File: src/rtl/gpu_bus_pkg.sv
// rtl/gpu_bus_pkg.sv - register offsets, VRAM region map and region select type
package gpu_bus_pkg;

    // CPU register window offsets
    localparam logic [2:0] REG_ADDR_LO = 3'd4;
    localparam logic [2:0] REG_ADDR_HI = 3'd5;
    localparam logic [2:0] REG_DATA    = 3'd6;

    // VRAM pointer map
    localparam logic [15:0] TILE_BASE  = 16'h0000;
    localparam logic [15:0] ATTR_BASE  = 16'h0800;
    localparam logic [15:0] COLOR_BASE = 16'h1800;
    localparam logic [15:0] COLOR_END  = 16'h180F;

    typedef enum logic [1:0] {
        REGION_NONE  = 2'd0,
        REGION_TILE  = 2'd1,
        REGION_ATTR  = 2'd2,
        REGION_COLOR = 2'd3
    } region_e;

endpackage

File: src/rtl/gpu_bus_interface_if.sv
// rtl/gpu_bus_interface_if.sv - CPU bus inputs and VRAM write-port outputs
interface gpu_bus_interface_if #(
    parameter int TILE_AW  = 11,
    parameter int ATTR_AW  = 12,
    parameter int COLOR_AW = 4
);
    logic [7:0]          data;
    logic [2:0]          addr;
    logic                rw;
    logic                cs;
    logic                cpu_clk;

    logic                tile_memory_write_enable;
    logic [TILE_AW-1:0]  tile_memory_write_addr;
    logic [7:0]          tile_memory_write_data;
    logic                attribute_memory_write_enable;
    logic [ATTR_AW-1:0]  attribute_memory_write_addr;
    logic [7:0]          attribute_memory_write_data;
    logic                color_memory_write_enable;
    logic [COLOR_AW-1:0] color_memory_write_addr;
    logic [7:0]          color_memory_write_data;

    modport master (
        output data, addr, rw, cs, cpu_clk,
        input  tile_memory_write_enable, tile_memory_write_addr, tile_memory_write_data,
        input  attribute_memory_write_enable, attribute_memory_write_addr, attribute_memory_write_data,
        input  color_memory_write_enable, color_memory_write_addr, color_memory_write_data
    );

    modport slave (
        input  data, addr, rw, cs, cpu_clk,
        output tile_memory_write_enable, tile_memory_write_addr, tile_memory_write_data,
        output attribute_memory_write_enable, attribute_memory_write_addr, attribute_memory_write_data,
        output color_memory_write_enable, color_memory_write_addr, color_memory_write_data
    );
endinterface

File: src/rtl/cpu_strobe_detect.sv
// rtl/cpu_strobe_detect.sv - one-clk pulse on each rising edge of the CPU bus clock
module cpu_strobe_detect (
    input  logic clk,
    input  logic reset,
    input  logic cpu_clk_i,
    output logic strobe_o
);
    logic cpu_clk_q;

    // Remember last sampled cpu_clk level
    always_ff @(posedge clk or posedge reset) begin
        if (reset) begin
            cpu_clk_q <= 1'b0;
        end else begin
            cpu_clk_q <= cpu_clk_i;
        end
    end

    // High for the first clk after cpu_clk rises; the CPU holds it high at least one clk
    assign strobe_o = cpu_clk_i & ~cpu_clk_q;

endmodule

File: src/rtl/gpu_bus_interface.sv
// rtl/gpu_bus_interface.sv - CPU register port to tile/attr/color VRAM writes; AUTO_INCREMENT_EN enables pointer post-increment
import gpu_bus_pkg::*;

module gpu_bus_interface #(
    parameter int TILE_AW  = 11,
    parameter int ATTR_AW  = 12,
    parameter int COLOR_AW = 4
) (
    input  logic                clk,
    input  logic                reset,
    gpu_bus_interface_if.slave  bus
);
    logic                strobe;
    logic                accept;
    region_e             region;

    logic [15:0]         pointer_q,   pointer_d;
    logic                tile_we_q,   tile_we_d;
    logic [TILE_AW-1:0]  tile_addr_q, tile_addr_d;
    logic [7:0]          tile_data_q, tile_data_d;
    logic                attr_we_q,   attr_we_d;
    logic [ATTR_AW-1:0]  attr_addr_q, attr_addr_d;
    logic [7:0]          attr_data_q, attr_data_d;
    logic                color_we_q,  color_we_d;
    logic [COLOR_AW-1:0] color_addr_q, color_addr_d;
    logic [7:0]          color_data_q, color_data_d;

    cpu_strobe_detect u_strobe (
        .clk       (clk),
        .reset     (reset),
        .cpu_clk_i (bus.cpu_clk),
        .strobe_o  (strobe)
    );

    assign accept = strobe & ~bus.cs & ~bus.rw;

    // Map the current pointer onto one VRAM region
    always_comb begin
        region = REGION_NONE;
        if (pointer_q < ATTR_BASE) begin
            region = REGION_TILE;
        end else if (pointer_q < COLOR_BASE) begin
            region = REGION_ATTR;
        end else if (pointer_q <= COLOR_END) begin
            region = REGION_COLOR;
        end
    end

    // Next state: any accepted access clears the write port, a data write re-arms one enable
    always_comb begin
        pointer_d    = pointer_q;
        tile_we_d    = tile_we_q;
        tile_addr_d  = tile_addr_q;
        tile_data_d  = tile_data_q;
        attr_we_d    = attr_we_q;
        attr_addr_d  = attr_addr_q;
        attr_data_d  = attr_data_q;
        color_we_d   = color_we_q;
        color_addr_d = color_addr_q;
        color_data_d = color_data_q;
        if (accept) begin
            tile_we_d    = 1'b0;
            tile_addr_d  = '0;
            tile_data_d  = '0;
            attr_we_d    = 1'b0;
            attr_addr_d  = '0;
            attr_data_d  = '0;
            color_we_d   = 1'b0;
            color_addr_d = '0;
            color_data_d = '0;
            case (bus.addr)
                REG_ADDR_LO: pointer_d[7:0]  = bus.data;
                REG_ADDR_HI: pointer_d[15:8] = bus.data;
                REG_DATA: begin
                    case (region)
                        REGION_TILE: begin
                            tile_we_d   = 1'b1;
                            tile_addr_d = TILE_AW'(pointer_q - TILE_BASE);
                            tile_data_d = bus.data;
                        end
                        REGION_ATTR: begin
                            attr_we_d   = 1'b1;
                            attr_addr_d = ATTR_AW'(pointer_q - ATTR_BASE);
                            attr_data_d = bus.data;
                        end
                        REGION_COLOR: begin
                            color_we_d   = 1'b1;
                            color_addr_d = COLOR_AW'(pointer_q - COLOR_BASE);
                            color_data_d = bus.data;
                        end
                        default: ;
                    endcase
`ifdef AUTO_INCREMENT_EN
                    // Current write already used the old pointer; 16-bit wrap is intended
                    pointer_d = pointer_q + 16'd1;
`endif
                end
                default: ;
            endcase
        end
    end

    // State registers; reset drops the enables immediately
    always_ff @(posedge clk or posedge reset) begin
        if (reset) begin
            pointer_q    <= '0;
            tile_we_q    <= 1'b0;
            tile_addr_q  <= '0;
            tile_data_q  <= '0;
            attr_we_q    <= 1'b0;
            attr_addr_q  <= '0;
            attr_data_q  <= '0;
            color_we_q   <= 1'b0;
            color_addr_q <= '0;
            color_data_q <= '0;
        end else begin
            pointer_q    <= pointer_d;
            tile_we_q    <= tile_we_d;
            tile_addr_q  <= tile_addr_d;
            tile_data_q  <= tile_data_d;
            attr_we_q    <= attr_we_d;
            attr_addr_q  <= attr_addr_d;
            attr_data_q  <= attr_data_d;
            color_we_q   <= color_we_d;
            color_addr_q <= color_addr_d;
            color_data_q <= color_data_d;
        end
    end

    assign bus.tile_memory_write_enable      = tile_we_q;
    assign bus.tile_memory_write_addr        = tile_addr_q;
    assign bus.tile_memory_write_data        = tile_data_q;
    assign bus.attribute_memory_write_enable = attr_we_q;
    assign bus.attribute_memory_write_addr   = attr_addr_q;
    assign bus.attribute_memory_write_data   = attr_data_q;
    assign bus.color_memory_write_enable     = color_we_q;
    assign bus.color_memory_write_addr       = color_addr_q;
    assign bus.color_memory_write_data       = color_data_q;

endmodule

File: src/flat_wrapper.sv
// flat-port wrapper written by rule: the top's interface ports become plain ports
module gpu_bus_interface_flat 
#(
    parameter int TILE_AW  = 11,
    parameter int ATTR_AW  = 12,
    parameter int COLOR_AW = 4
)
  (clk, reset, bus_data, bus_addr, bus_rw, bus_cs, bus_cpu_clk, bus_tile_memory_write_enable, bus_tile_memory_write_addr, bus_tile_memory_write_data, bus_attribute_memory_write_enable, bus_attribute_memory_write_addr, bus_attribute_memory_write_data, bus_color_memory_write_enable, bus_color_memory_write_addr, bus_color_memory_write_data);
  gpu_bus_interface_if #(.TILE_AW(TILE_AW), .ATTR_AW(ATTR_AW), .COLOR_AW(COLOR_AW)) bus_i ();
  input  logic clk;
  input  logic reset;
  input wire logic [$bits(bus_i.data)-1:0] bus_data;
  input wire logic [$bits(bus_i.addr)-1:0] bus_addr;
  input wire logic [$bits(bus_i.rw)-1:0] bus_rw;
  input wire logic [$bits(bus_i.cs)-1:0] bus_cs;
  input wire logic [$bits(bus_i.cpu_clk)-1:0] bus_cpu_clk;
  output wire logic [$bits(bus_i.tile_memory_write_enable)-1:0] bus_tile_memory_write_enable;
  output wire logic [$bits(bus_i.tile_memory_write_addr)-1:0] bus_tile_memory_write_addr;
  output wire logic [$bits(bus_i.tile_memory_write_data)-1:0] bus_tile_memory_write_data;
  output wire logic [$bits(bus_i.attribute_memory_write_enable)-1:0] bus_attribute_memory_write_enable;
  output wire logic [$bits(bus_i.attribute_memory_write_addr)-1:0] bus_attribute_memory_write_addr;
  output wire logic [$bits(bus_i.attribute_memory_write_data)-1:0] bus_attribute_memory_write_data;
  output wire logic [$bits(bus_i.color_memory_write_enable)-1:0] bus_color_memory_write_enable;
  output wire logic [$bits(bus_i.color_memory_write_addr)-1:0] bus_color_memory_write_addr;
  output wire logic [$bits(bus_i.color_memory_write_data)-1:0] bus_color_memory_write_data;
  assign bus_i.data = bus_data;
  assign bus_i.addr = bus_addr;
  assign bus_i.rw = bus_rw;
  assign bus_i.cs = bus_cs;
  assign bus_i.cpu_clk = bus_cpu_clk;
  assign bus_tile_memory_write_enable = bus_i.tile_memory_write_enable;
  assign bus_tile_memory_write_addr = bus_i.tile_memory_write_addr;
  assign bus_tile_memory_write_data = bus_i.tile_memory_write_data;
  assign bus_attribute_memory_write_enable = bus_i.attribute_memory_write_enable;
  assign bus_attribute_memory_write_addr = bus_i.attribute_memory_write_addr;
  assign bus_attribute_memory_write_data = bus_i.attribute_memory_write_data;
  assign bus_color_memory_write_enable = bus_i.color_memory_write_enable;
  assign bus_color_memory_write_addr = bus_i.color_memory_write_addr;
  assign bus_color_memory_write_data = bus_i.color_memory_write_data;
  gpu_bus_interface #(.TILE_AW(TILE_AW), .ATTR_AW(ATTR_AW), .COLOR_AW(COLOR_AW)) u_core (.clk(clk), .reset(reset), .bus(bus_i));
endmodule
File: config.mk
export PLATFORM = sky130hd
export DESIGN_NAME = gpu_bus_interface_flat
export DESIGN_NICKNAME = d
export VERILOG_FILES = /design/src/rtl/gpu_bus_pkg.sv /design/src/rtl/gpu_bus_interface_if.sv /design/src/rtl/cpu_strobe_detect.sv /design/src/rtl/gpu_bus_interface.sv /design/src/flat_wrapper.sv
export SDC_FILE = /design/constraint.sdc
export NUM_CORES = 1
export LEC_CHECK = 0
export BUFFER_PORTS_ARGS = -buffer_cell sky130_fd_sc_hd__buf_2
export CELL_PAD_IN_SITES_DETAIL_PLACEMENT = 1
export CELL_PAD_IN_SITES_GLOBAL_PLACEMENT = 2
export CORE_ASPECT_RATIO = 2
export CORE_MARGIN = 1.5
export CORE_UTILIZATION = 32
export CTS_CLUSTER_SIZE = 25
export DETAILED_ROUTE_END_ITERATION = 7
export GPL_ROUTABILITY_DRIVEN = 0
export GPL_TIMING_DRIVEN = 0
export PLACE_DENSITY = 0.86
export SLEW_MARGIN = 20
export SYNTH_ARGS = -nofsm -noshare
export SYNTH_HDL_FRONTEND = slang
export SYNTH_SLANG_ARGS = --single-unit
File: constraint.sdc
create_clock -name clk -period 1.9 [get_ports clk]
set_clock_uncertainty 0.1 [all_clocks]
set_input_delay 0.19 -clock clk [delete_from_list [all_inputs] [get_ports clk]]
set_output_delay 0.19 -clock clk [all_outputs]
set_load 0.1 [all_outputs]
# --- Word-level counts from Yosys, hierarchy flattened ---
# Cells that the tools add are included.
totals:
  reg_bits: 71
op_classes:
  bitwise_logic: 6
  eq_ne: 6
  addsub: 2
  order_cmp: 3
  reduce_logical: 2
  mux: 21
op_table:
  columns: ["operator", "n"]
  rows:
  - ["$mux W8", 6]
  - ["$mux W12", 2]
  - ["$mux W11", 2]
  - ["$le A16 B13 Y1 const B", 1]
  - ["$lt A16 B12 Y1 const B", 1]
  - ["$lt A16 B13 Y1 const B", 1]
  - ["$sub A12 B12 Y12 const B", 1]
  - ["$eq A3 B3 Y1 const B", 3]
  - ["$mux W4", 2]
  - ["$mux W1", 6]
  - ["$mux W2", 3]
  - ["$eq A2 B2 Y1 const B", 2]
  - ["$reduce_and A2 Y1", 2]
  - ["$sub A4 B1 Y4 const B", 1]
  - ["$and A1 B1 Y1", 3]
  - ["$not A1 Y1", 3]
  - ["$eq A2 B1 Y1 const B", 1]

# --- Depth between registers and ports, before layout ---
# Gate-level depths: netlist of the first run.
logic_depth:
  word_depth: 7
  mapped_depth: 5
  ltp_nobuf: 3

# --- Modules after synthesis ---
# From an unflattened synthesis of the first run, not the netlist that was laid out.
hier_totals:
  hier_cells: 174
  hier_area_um2: 2697.6
by_module_without_submodules:
  columns: ["module", "area_each_um2", "cells_each", "n_inst"]
  rows:
  - ["gpu_bus_interface", 2655.0, 171, 1]
  - ["cpu_strobe_detect", 42.5, 3, 1]

# --- Worst setup path after synthesis of the first run ---
# No wires, ideal clock.
synth_timing:
  path_type: "reg-to-reg"
  from: "register u_core.u_strobe.cpu_clk_q"
  to: "register u_core.pointer_q[10]"
  path_buffers: 1
  setup_slack_ns: 0.264
  stages_incl_launch_ff: 5
  arrival_time_ns: 1.411
  setup_ns: 0.125
  cell_sequence: "dfrtp_1 nor4b_2 and4b_1 buf_2 mux2_2"
synth_via:
  elab_chain_cells: 5
synth_lines:
  columns: ["item", "line", "rtl"]
  rows:
  - ["from (decl)", "cpu_strobe_detect.sv:8", "logic cpu_clk_q;"]
  - ["from (signal assigned)", "cpu_strobe_detect.sv:15", "cpu_clk_q <= cpu_clk_i;"]
  - ["$not A1 Y1", "cpu_strobe_detect.sv:20", "assign strobe_o = cpu_clk_i & ~cpu_clk_q;"]
  - ["$and A1 B1 Y1", "cpu_strobe_detect.sv:20", null]
  - ["$and A1 B1 Y1 (2 in a row)", "gpu_bus_interface.sv:35", "assign accept = strobe & ~bus.cs & ~bus.rw;"]
  - ["$reduce_and A2 Y1 (no source line)", null, null]
  - ["to (signal assigned)", "gpu_bus_interface.sv:117", "pointer_q <= pointer_d;"]
  - ["to (decl)", "gpu_bus_interface.sv:17", "logic [15:0] pointer_q, pointer_d;"]
# No other way between the ends.
# A chain may end at the register's enable or synchronous reset.

# --- Worst setup path after layout of the first run ---
layout_timing:
  from: "register u_core.pointer_q[7]"
  to: "register u_core.color_addr_q[2] (netlist: u_core.bus.color_memory_write_addr[2])"
layout_via:
  elab_chain_cells: 7
  word_cells_on_any_way: 9
  cone_classes: "3 x order compare; 1 x eq/ne; 5 x mux"
layout_lines:
  columns: ["item", "line", "rtl"]
  rows:
  - ["$le A16 B13 Y1", "gpu_bus_interface.sv:44", "end else if (pointer_q <= COLOR_END) begin"]
  - ["$mux W2", "gpu_bus_interface.sv:44", null]
  - ["$mux W2", "gpu_bus_interface.sv:42", "end else if (pointer_q < COLOR_BASE) begin"]
  - ["$mux W2 (*)", "gpu_bus_interface.sv:40", "if (pointer_q < ATTR_BASE) begin"]
  - ["$eq A2 B2 Y1 (*)", "gpu_bus_interface.sv:75", "case (region)"]
  - ["$mux W4 (*)", "gpu_bus_interface.sv:75", null]
  - ["$mux W4 (*)", "gpu_bus_interface.sv:71", "case (bus.addr)"]
  - ["to (signal assigned)", "gpu_bus_interface.sv:125", "color_addr_q <= color_addr_d;"]
  - ["to (decl)", "gpu_bus_interface.sv:25", "logic [COLOR_AW-1:0] color_addr_q, color_addr_d;"]
# Every way passes the cells marked *; elsewhere a longest branch is shown, timed or not.

==> impl_metrics.tcl, run 1 <==
set metrics [dict create \
    status "finished clean" \
    grtUsageTotal 0.191 \
    worstPathCellList "or4b_4 > nor4_4 > buf_6 > a32o_1" \
    ys_seq_area_frac 0.650 \
    switching_share 0.270 \
    dp_cells 345 \
    finalSetupTns_ns 0 \
    hold_viol_final 0 \
    switchingPower_w 0.00103 \
    fin_crit_sh 0.966 \
    drcViolationCount 0 \
    clock_sinks 71 \
    async_reset_ff_frac 1.00 \
    insertion_delay_ns 0.33 \
    start_kind "flip-flop" \
    final.fill_count 885 \
    portBuffers 69 \
    hp-class "in -> reg" \
    clkPwrFrac 0.440 \
    cts_root_buffer "clkbuf_16" \
    crit_arrival_ns 2.00 \
    cp.required_ns 2.07 \
    start_util 0.329 \
    core-area_um2 8290 \
    post_cts_buffers 0 \
    grt.overflow.total 0 \
    path_max_fanout 10 \
    cts-buffers-inserted 9 \
    cpMaxStageDelayCell "or4b_4" \
    finalNetCount 275 \
    fmax_mhz 545 \
    die_h_um 134 \
    pwr-share-comb 0.125 \
    routed_wirelength_mm 7.80 \
    die_w_um 68.3 \
    first_iter_violations 100 \
    slew_headroom 0.613 \
    whs_ns 0.0627 \
    cts_buffer_depth 2 \
    ys.flop_type "dfrtp_1" \
    dp_hpwl_mm 5.62 \
    die_area_um2 9130 \
    grt_max_degree 32 \
    cts_tree "yes" \
    netlist_instances 176 \
    rows 47 \
    critPathMaxStageDelay_ns 0.57 \
    synth_edf_count 0 \
    setup_viol 0 \
    drt-wirelength-per-cell_um 21.6 \
    insertedDiodeCount 0 \
    syn2layout_area_growth_pct 31.3 \
    antenna_found_initial 0 \
    vias_per_cell 5.55 \
    pwr_density_cell_nw_per_um2 1060 \
    drive_above_1_share 0.460 \
    ios 70 \
    p_total_w 0.00381 \
    grt_pass1_wl_mm 12.2 \
    synth_area_per_cell_um2 15.5 \
    grt_pass1_vias 2190 \
    vias 2002 \
    synth_area_um2 2730 \
    endpoint_kind "flip-flop" \
    ant_nets 0 \
    synth_nets 192 \
    final_max_slew_viol_count 0 \
    worst_pin_slew_ns 0.581 \
    ir_worst_vdd_mv 0.478 \
    intPower_w 0.00278 \
    synth_seq_cells 71 \
    power_frac_seq 0.435 \
    yosys_warnings 0 \
    p_leak_nw 1.82 \
    rsz0062_at_grt "true" \
    clk_pin_slew_ns 0.05 \
    final.min_clock_period_ns 1.84 \
    max-cap-violations 0 \
    synth_cell_types 22 \
    dr.pass1.iters 4 \
    criticalPathCategory "reg -> reg" \
    htreeDepth 3 \
    fin_cells 361 \
]
==> power by group through the flow <==
stage / clock (W) / sequential, W / combinational [W]
5_1_grt: 0.00177 / 0.00166 / 0.000507
3_3_place_gp: 0 / 0.00168 / 0.000449
4_1_cts: 0.00170 / 0.00165 / 0.000481
2_1_floorplan: 0 / 0.00181 / 0.000178
6_report: 0.00168 / 0.00166 / 0.000477
3_5_place_dp: 0 / 0.00168 / 0.000472
==> metal layers <==
metal / vias up / GRT usage / part of all wire
li1: 878 / - / -
met1: 1059 / 0.203 / 0.36
met2: 55 / 0.351 / 0.59
met3: 10 / 0.0329 / 0.032
met4: 0 / 0.0767 / 0.020
met5: - / 0 / 0
==> through the flow <==
stage	area (um^2)	setup slack (ns)	util
after floorplan	2740	0.264	-
after global placement	3200	0.0310	0.386
after detailed placement	3240	0.0380	0.391
after CTS	3570	0.0301	0.431
after global routing	3590	-0.00134	0.433
final	3590	0.0637	0.433
==> cell type report <==
class	count	area, um^2	area share
sequential	71	1780	0.495
multi-input combinational	86	872	0.243
timing repair buffer	73	405	0.113
clock buffer	12	256	0.0715
tap	98	123	0.0342
buffer	17	104	0.0290
clock inverter	3	42.5	0.0119
inverter	1	7.51	0.00209
==> final timing paths <==
kind	from	endpoint	slack, ns	cells after the start
min in group asynchronous	reset	u_core.bus.tile_memory_write_data[6]	0.29	3
min	bus_addr[2]	u_core.bus.attribute_memory_write_addr[11]	0.06	3
max in group asynchronous	reset	u_core.bus.color_memory_write_addr[2]	0.73	5
max	u_core.pointer_q[7]	u_core.bus.color_memory_write_addr[2]	0.06	4
max reg2reg	u_core.pointer_q[7]	u_core.bus.color_memory_write_addr[2]	0.06	4
min reg2reg	u_core.bus.attribute_memory_write_addr[4]	u_core.bus.attribute_memory_write_addr[4]	0.38	1
==> sequential cells by signal, summed over array words and instances (netlist names) <==
| signal | flops |
|---|---|
| u_core.u_strobe.cpu_clk_q | 1 |
| u_core.bus.color_memory_write_enable | 1 |
| u_core.pointer_q | 16 |
| u_core.bus.attribute_memory_write_enable | 1 |
| u_core.bus.attribute_memory_write_data | 8 |
| u_core.bus.tile_memory_write_addr | 11 |
| u_core.bus.tile_memory_write_enable | 1 |
| u_core.bus.color_memory_write_data | 8 |
| u_core.bus.attribute_memory_write_addr | 12 |
| u_core.bus.tile_memory_write_data | 8 |
| u_core.bus.color_memory_write_addr | 4 |
==> cell usage after synthesis, types with 2 or more instances <==
cell type,number,area [um^2]
dfrtp_1,71,1780
a32o_1,50,500
mux2_2,16,180
buf_2,8,40.0
clkbuf_1,5,18.8
buf_4,4,30.0
a22o_1,3,26.3
nand2_1,3,11.3
and4_1,2,17.5
nor2_1,2,7.51
==> cell usage in the layout, fill, tap and decap left out, types with 3 or more instances in the layout <==
cell       count
mux2_2        16
clkbuf_16      9
dfrtp_1       71
a32o_1        50
buf_4          5
a22o_1         3
buf_2         74
clkbuf_1       5
nand2_1        3
==> cells by family (layout without fill, tap and decap cells) <==
group | count (synthesis) | after routing | share of synthesized area
xor+xnor | 1 | 1 | 0.00321
simple gates | 15 | 15 | 0.0463
compound gates | 54 | 54 | 0.196
flops | 71 | 71 | 0.650
mux | 16 | 16 | 0.0660
buf+inv | 19 | 106 | 0.0380
==> timing repair <==
action / in CTS / in global routing
hold endpoints to repair: 13 / 0
gates resized for setup: 1 / 7
cloned: 0 / 0
endpoints found under the setup margin: 1 / 65
hold buffers: 2 / 0
pin swaps: 0 / 0
==> critical path: cells and delay by family (launching register included) <==
family,cells,cell delay (ns)
AO/OA/AOI/OAI,1,0.18
buffers and inverters,1,0.21
flip-flops,1,0.44
AND/OR/NAND/NOR,2,0.85
No activity file was read; power rests on OpenSTA's default activity.
==> run 2, diff against run 1 <==
--- a/config.mk
+++ b/config.mk
@@ -5,12 +5,13 @@
 export SDC_FILE = /design/constraint.sdc
 export NUM_CORES = 1
 export LEC_CHECK = 0
+export ABC_AREA = 1
 export BUFFER_PORTS_ARGS = -buffer_cell sky130_fd_sc_hd__buf_2
 export CELL_PAD_IN_SITES_DETAIL_PLACEMENT = 1
 export CELL_PAD_IN_SITES_GLOBAL_PLACEMENT = 2
 export CORE_ASPECT_RATIO = 2
 export CORE_MARGIN = 1.5
-export CORE_UTILIZATION = 32
+export CORE_UTILIZATION = 28
 export CTS_CLUSTER_SIZE = 25
 export DETAILED_ROUTE_END_ITERATION = 7
 export GPL_ROUTABILITY_DRIVEN = 0
==> impl_metrics.tcl, run 2 <==
set metrics [dict create \
    vias 2381 \
    finalNetCount 413 \
    worst_pin_slew_ns 0.507 \
    drcViolationCount 0 \
    post_cts_buffers 0 \
    pwr_density_cell_nw_per_um2 1030 \
    start_util 0.286 \
    switching_share 0.290 \
    path_max_fanout 10 \
    synth_nets 329 \
    rsz0062_at_grt "false" \
    insertedDiodeCount 0 \
    die_area_um2 11000 \
    p_total_w 0.00387 \
    yosys.area_share.simple 0.285 \
    synth_area_per_cell_um2 9.23 \
    grt.overflow.total 0 \
    syn2layout_area_growth_pct 29.7 \
    ios 70 \
    p_leak_nw 2.17 \
    switchingPower_w 0.00112 \
    synth.most_common_cell "nand2_1" \
    die_w_um 74.8 \
    pwr-share-comb 0.150 \
    cts-buffers-inserted 9 \
    setup_viol 0 \
    muxShareOfSynthArea 0 \
    synth_top_area_frac 0.615 \
    synthTopCellsByCount "123 x nand2_1, 71 x dfrtp_1, 44 x nand3_1" \
    cts_buffer_depth 2 \
    dp_hpwl_mm 6.40 \
    rows 52 \
    synth_area_um2 2890 \
    yosys_warnings 0 \
    drt-wirelength-per-cell_um 15.8 \
    vias_per_cell 4.45 \
    hold_viol_final 0 \
    power_frac_seq 0.427 \
    cp.required_ns 2.02 \
    die_h_um 147 \
    synth_edf_count 0 \
    yosys.area.top_type "dfrtp_1" \
    ant_nets 0 \
    portBuffers 69 \
    core-area_um2 10100 \
    routed_wirelength_mm 8.45 \
    synth-xor-area-share 0 \
    ys.flop_type "dfrtp_1" \
    max-cap-violations 0 \
    final.min_clock_period_ns 1.62 \
    cts_tree "yes" \
    largest_register_ffs 16 \
    async_reset_ff_frac 1.00 \
    hp-class "in -> reg" \
    fmax_mhz 616 \
    final_max_slew_viol_count 0 \
    dp_cells 519 \
    start_kind "input pin" \
    ir_worst_vdd_mv 0.514 \
    cts_root_buffer "clkbuf_16" \
    grtUsageTotal 0.174 \
    crit_arrival_ns 1.74 \
    clkPwrFrac 0.423 \
    regMostFlops "u_core.pointer_q" \
    synth_seq_cells 71 \
    dr.pass1.iters 4 \
    intPower_w 0.00275 \
    layout_common_cells "123 x nand2_1, 75 x buf_2, 71 x dfrtp_1" \
    fin_crit_sh 0.855 \
    grt_pass1_vias 2639 \
    r2r_slack_ns 0.35 \
    antenna_found_initial 0 \
    criticalPathCategory "in -> reg" \
    htreeDepth 3 \
    synth_top_family_by_area "simple AND/OR/NAND/NOR gates" \
    insertion_delay_ns 0.34 \
    status "finished clean" \
    fin_cells 535 \
    synth_cell_types 19 \
    ys_seq_area_frac 0.615 \
    final_common_cell "nand2_1" \
    synth_compound_area_frac 0.0416 \
    first_iter_violations 84 \
    grt_max_degree 28 \
    slew_headroom 0.664 \
    drive_above_1_share 0.273 \
    grt_pass1_wl_mm 13.9 \
    synth_fa_ha_area_frac 0 \
    finalSetupTns_ns 0 \
    clk_pin_slew_ns 0.05 \
    endpoint_kind "flip-flop" \
    netlist_instances 313 \
    clock_sinks 71 \
    synth_area_leaders "dfrtp_1 61%, nand2_1 16%, nand3_1 7.6%" \
]
-- run 2: cell count changes in the layout (fill, tap and decap cells not counted), moves of 3 or more --
cell | previous run | this run
buf_4 | 5 | 2
mux2_2 | 16 | 0
nand3_1 | 0 | 44
inv_1 | 0 | 15
inv_2 | 0 | 4
a32o_1 | 50 | 0
o21ai_1 | 0 | 24
nand2_1 | 3 | 123
a22o_1 | 3 | 0
-- run 2: timing repair --
action	4_1_cts	5_1_grt
gates resized for setup	0	0
hold buffers	2	0
endpoints found under the hold margin	18	0
-- run 2: cells by family after synthesis --
| logic type | after synthesis |
|---|---|
| simple gates | 183 |
| flops | 71 |
| buf+inv | 35 |
| compound gates | 24 |
-- run 2: path summary, 6_finish.rpt --
kind                                                            from                                   endpoint  cells past startpoint
worst max-delay path                                     bus_cpu_clk                       u_core.pointer_q[15]                      8
worst min register to register  u_core.bus.tile_memory_write_addr[6]       u_core.bus.tile_memory_write_addr[6]                      2
worst max register to register             u_core.u_strobe.cpu_clk_q                       u_core.pointer_q[15]                      7
min in group asynchronous                                      reset       u_core.bus.tile_memory_write_data[5]                      3
worst min-delay path                                     bus_data[4]      u_core.bus.color_memory_write_data[4]                      3
max in group asynchronous                                      reset  u_core.bus.attribute_memory_write_data[2]                      4
-- run 2: stage by stage --
stage | instance area, um^2 | setup WS (ns) | hold slack (ns) | utilization
after floorplan | 2890 | 0.563 | 0.121 | -
after global placement | 3410 | 0.320 | 0.215 | 0.338
after detailed placement | 3450 | 0.313 | 0.145 | 0.342
after CTS | 3750 | 0.240 | 0.00879 | 0.372
after global routing | 3750 | 0.0944 | 0.0228 | 0.372
final | 3750 | 0.276 | 0.0138 | 0.372
-- run 2: cell type report --
class / instances / area, um^2
Inverter: 20 / 78.8
Sequential cell: 71 / 1780
Fill cell: 1191 / 6340
Tap cell: 135 / 169
Multi-Input combinational cell: 207 / 943
Clock buffer: 13 / 250
Buffer: 15 / 93.8
Timing Repair Buffer: 73 / 405
Clock inverter: 1 / 30.0
-- run 2: power by group through the flow --
stage          combinational, W  clock (W)  sequential (W)
2_1_floorplan          0.000238          0         0.00186
3_3_place_gp           0.000561          0         0.00167
3_5_place_dp           0.000585          0         0.00168
4_1_cts                0.000591    0.00167         0.00165
5_1_grt                0.000626    0.00172         0.00166
6_report               0.000582    0.00164         0.00165
-- run 2: routing by layer --
layer / wire length [um] / track usage
met5: 0 / 0
met4: 193 / 0.0736
met3: 302 / 0.0490
met2: 4740 / 0.301
met1: 3210 / 0.191
-- run 2: worst max-delay path, stage by stage --
cell and delay, ns:
dlygate4sd3_1 0.52, buf_2 0.10, nand2_1 0.08, nor2_4 0.19
nand4_2 0.23, buf_2 0.27, nand2_1 0.08, o21ai_1 0.07
